### src/rtl/cond_code_unit.sv
// Execute-stage condition-code unit for the pipelined Y86-64 core.
// Holds the architectural CC register (ZF, SF, OF) and evaluates the
// cmovXX/jXX condition from it. The result is registered into the E->M
// pipeline boundary. A sticky FROZEN state stops CC updates once an
// exception has reached M/W; only reset leaves FROZEN.
module cond_code_unit #(
    parameter int W = 64
) (
    input  logic         clk,
    input  logic         rst_n,
    input  logic [3:0]   E_icode,
    input  logic [3:0]   E_ifun,
    input  logic [W-1:0] alu_result,
    input  logic         alu_of,
    input  logic         set_cc_en,
    input  logic         exc_in,
    input  logic         stall_m,
    input  logic         bubble_m,
    output logic         cc_zf,
    output logic         cc_sf,
    output logic         cc_of,
    output logic         e_cnd,
    output logic         M_cnd,
    output logic         frozen
);

    localparam logic [3:0] ICODE_CMOV = 4'h2;
    localparam logic [3:0] ICODE_OPQ  = 4'h6;
    localparam logic [3:0] ICODE_JXX  = 4'h7;

    typedef enum logic {
        ST_RUN    = 1'b0,
        ST_FROZEN = 1'b1
    } state_t;

    state_t state_q, state_d;
    logic   zf_q, zf_d;
    logic   sf_q, sf_d;
    logic   of_q, of_d;
    logic   m_cnd_q, m_cnd_d;
    logic   cc_we;
    logic   less;

    // Next state: any exception while running freezes; FROZEN only exits on reset.
    always_comb begin
        state_d = state_q;
        if (state_q == ST_RUN && exc_in) begin
            state_d = ST_FROZEN;
        end
    end

    // CC next value: only an OPq in RUN with no exception, enabled and not stalled writes CC.
    always_comb begin
        zf_d  = zf_q;
        sf_d  = sf_q;
        of_d  = of_q;
        cc_we = (state_q == ST_RUN) && !exc_in && set_cc_en && !stall_m &&
                (E_icode == ICODE_OPQ);
        if (cc_we) begin
            zf_d = (alu_result == '0);
            sf_d = alu_result[W-1];
            of_d = alu_of;
        end
    end

    // Condition evaluation from the current (pre-update) CC value.
    always_comb begin
        e_cnd = 1'b0;
        less  = sf_q ^ of_q;
        if (E_icode == ICODE_CMOV || E_icode == ICODE_JXX) begin
            case (E_ifun)
                4'h0:    e_cnd = 1'b1;
                4'h1:    e_cnd = less | zf_q;
                4'h2:    e_cnd = less;
                4'h3:    e_cnd = zf_q;
                4'h4:    e_cnd = ~zf_q;
                4'h5:    e_cnd = ~less;
                4'h6:    e_cnd = ~less & ~zf_q;
                default: e_cnd = 1'b0;
            endcase
        end
    end

    // E->M condition register: stall holds (and wins over bubble), bubble clears.
    always_comb begin
        m_cnd_d = e_cnd;
        if (stall_m) begin
            m_cnd_d = m_cnd_q;
        end else if (bubble_m) begin
            m_cnd_d = 1'b0;
        end
    end

    // State register; reset overrides everything, including a pending freeze.
    always_ff @(posedge clk) begin
        if (!rst_n) begin
            state_q <= ST_RUN;
            zf_q    <= 1'b1;
            sf_q    <= 1'b0;
            of_q    <= 1'b0;
            m_cnd_q <= 1'b0;
        end else begin
            state_q <= state_d;
            zf_q    <= zf_d;
            sf_q    <= sf_d;
            of_q    <= of_d;
            m_cnd_q <= m_cnd_d;
        end
    end

    assign cc_zf  = zf_q;
    assign cc_sf  = sf_q;
    assign cc_of  = of_q;
    assign M_cnd  = m_cnd_q;
    assign frozen = (state_q == ST_FROZEN);

endmodule

### config.mk
export PLATFORM = sky130hd
export DESIGN_NAME = cond_code_unit
export DESIGN_NICKNAME = d
export VERILOG_FILES = /design/src/rtl/cond_code_unit.sv
export SDC_FILE = /design/constraint.sdc
export NUM_CORES = 1
export LEC_CHECK = 0
export ABC_CLOCK_PERIOD_IN_PS = 1910
export CELL_PAD_IN_SITES_DETAIL_PLACEMENT = 1
export CELL_PAD_IN_SITES_GLOBAL_PLACEMENT = 1
export CORE_MARGIN = 4
export CORE_UTILIZATION = 10
export CTS_CLUSTER_DIAMETER = 150
export DETAILED_ROUTE_END_ITERATION = 12
export PLACE_DENSITY = 0.87
export REMOVE_ABC_BUFFERS = 1
export SETUP_SLACK_MARGIN = 0.15
export SLEW_MARGIN = 10
export SYNTH_ARGS = -nofsm -noshare
export SYNTH_HDL_FRONTEND = slang
export SYNTH_SLANG_ARGS = --single-unit
### constraint.sdc
create_clock -name clk -period 1.91 [get_ports clk]
set_clock_uncertainty 0.2 [all_clocks]
set_input_delay 0.191 -clock clk [delete_from_list [all_inputs] [get_ports clk]]
set_output_delay 0.191 -clock clk [all_outputs]
set_load 0.03 [all_outputs]
==> impl_metrics.json <==
{
  "status": "finished, final reports clean",
  "grt_pass1_wl_um": 4480,
  "cp_max_fo": 1,
  "clockBufferDepth": 2,
  "hold_end": "cc_zf$_SDFFE_PN1P_",
  "grtUsageTotal": 0.109,
  "period_needed_ns": 1.77,
  "worst_hold_slack_ns": 0.213,
  "p_leak_uw": 0.000533,
  "ant_nets": 0,
  "cts_root_buf": "clkbuf_8",
  "vias_per_cell": 4.37,
  "rsz0062_at_grt": "yes",
  "syn_inst": 54,
  "post-route-util": 0.366,
  "drv_slew": 0,
  "synthDistinctLibCells": 22,
  "startpoint_type": "input pin",
  "die_y_um": 74.0,
  "grt_max_degree": 7,
  "ir_worst_vdd_mv": 0.196,
  "min_path_cells": 5,
  "yosys_warnings": 0,
  "core_area_um2": 4120,
  "cts_buffers": 3,
  "postSynthAreaPerCell_um2": 8.06,
  "io_pins": 85,
  "worst_ep_arrival_time_ns": 1.71,
  "start_util": 0.106,
  "rows": 23,
  "wl_um": 2890,
  "async_reset_ff_frac": 0,
  "n_antenna_cell": 0,
  "min_from": "alu_result[0]",
  "worstPathRequired_ns": 1.85,
  "initialDrtViolationCount": 5,
  "r2r_slack_ns": 0.45,
  "stdcell_area_um2": 1510,
  "synth_edf_count": 0,
  "grt_pass1_vias": 972,
  "fmax_ghz": 0.566,
  "hold_class": "in2reg",
  "layout_commonest_cell": "clkdlybuf4s50_1",
  "critPathKind": "in2reg",
  "ys_seq_area_frac": 0.230,
  "syn_to_final_growth_pct": 246,
  "fp.dieW_um": 74.0,
  "layout-drive-gt1-share": 0.181,
  "cts.sinks": 5,
  "tritoncts": "yes",
  "reg2regPathDepth": 4,
  "place.gp.congestion": 0.668,
  "drv_cap": 0,
  "hold_viol": 0,
  "clk_pin_slew_ns": 0.03,
  "tns_ns": 0,
  "dieArea_um2": 5470,
  "synthFlopType": "dfxtp_1",
  "drt_pass1_iterations": 4,
  "nets": 224,
  "post-place-cells": 190,
  "timing.rr.start": "frozen$_SDFFE_PN0P_",
  "instances_no_fill": 194,
  "portBuffers": 84,
  "r2r-end": "cc_of$_SDFFE_PN0P_",
  "period_share": 0.925,
  "drc": 0,
  "cp-end-kind": "register",
  "synth_seq_cells": 5,
  "layout_common_cells": "66 x clkdlybuf4s50_1, 13 x dlygate4sd2_1, 12 x nor4_2",
  "cts.htree.levels": 1,
  "worst_pin_slew_ns": 0.341,
  "maxSlewHeadroom": 0.772,
  "clock_latency_ns": 0.22,
  "powerDensity_nw_per_um2": 340,
  "overflow": 0,
  "setup_viol": 0,
  "antenna_found_initial": 0,
  "num_vias": 848,
  "syn_area_um2": 435,
  "hold_buffers": 0,
  "routedWlPerCell_um": 14.9,
  "place_area_um2": 1350
}
-- logic make-up after synthesis --
family                 count (synthesis)  synth area share
flip-flops                             5             0.230
buffers and inverters                  1           0.00861
XOR/XNOR                               2            0.0402
multiplexers                           3            0.0690
AO/OA/AOI/OAI                          6             0.101
AND/OR/NAND/NOR                       37             0.552
-- worst max-delay path by stage --
stage                                     to  slack [ns]                from
final                     cc_zf$_SDFFE_PN1P_        0.14      alu_result[45]
after global routing      cc_zf$_SDFFE_PN1P_        0.08      alu_result[45]
after CTS                 cc_zf$_SDFFE_PN1P_        0.15      alu_result[39]
after detailed placement  cc_zf$_SDFFE_PN1P_       -0.18      alu_result[40]
after global placement    cc_zf$_SDFFE_PN1P_       -0.19      alu_result[40]
after floorplan                        e_cnd        0.10  cc_sf$_SDFFE_PN0P_
-- area by class of cell --
cell class / count / area [µm²]
clock buffer: 4 / 45.0
fill: 463 / 2610
inverter: 1 / 3.75
multi-input combinational: 48 / 443
sequential: 5 / 105
tap: 50 / 62.6
timing repair buffer: 86 / 846
-- sequential cells by signal, summed over array words and instances (netlist names) --
name	cells
cc_of	1
frozen	1
cc_zf	1
cc_sf	1
M_cnd	1
-- where the power goes --
part	internal [µW]	switching [µW]	leakage [µW]
sequential	106	1.48	0.0000420
clock	143	48.6	0.0000228
combinational	153	59.6	0.000468
-- cells in the mapped netlist (all sizes together), types with 2 or more instances --
| master | n | area share |
|---|---|---|
| nor2b | 2 | 0.029 |
| dfxtp | 5 | 0.23 |
| o211ai | 2 | 0.034 |
| nand2 | 4 | 0.034 |
| nand4 | 5 | 0.072 |
| nor2 | 3 | 0.026 |
| nand2b | 2 | 0.029 |
| mux2i | 3 | 0.069 |
| nor4 | 16 | 0.27 |
-- critical path, cell delays in order --
cell	delay, ns
clkdlybuf4s50_1	0.43
nor4_2	0.29
nand4_1	0.12
or4_1	0.52
o211ai_1	0.16
-- per-stage QoR --
| step | total power [µW] | setup slack (ns) |
|---|---|---|
| 6_report | 511 | 0.143 |
| 5_1_grt | 537 | 0.0798 |
| 4_1_cts | 520 | 0.150 |
| 3_5_place_dp | 316 | -0.184 |
| 3_3_place_gp | 313 | -0.187 |
| 2_1_floorplan | 135 | 0.102 |
-- per-layer routing --
metal	up-vias	track usage	routed length, µm
met1	378	0.0914	822
met4	0	0.0342	0
li1	403	-	-
met2	67	0.214	1620
met3	0	0.0595	448
met5	-	0	0
-- timing repair --
action                                  4_1_cts  5_1_grt
endpoints found under the hold margin         0        0
buffers inserted                              0        0
pin swaps                                    18        8
resized for setup                            33        8
endpoints found under the setup margin        2        3
No activity file was read; power rests on OpenSTA's default activity.
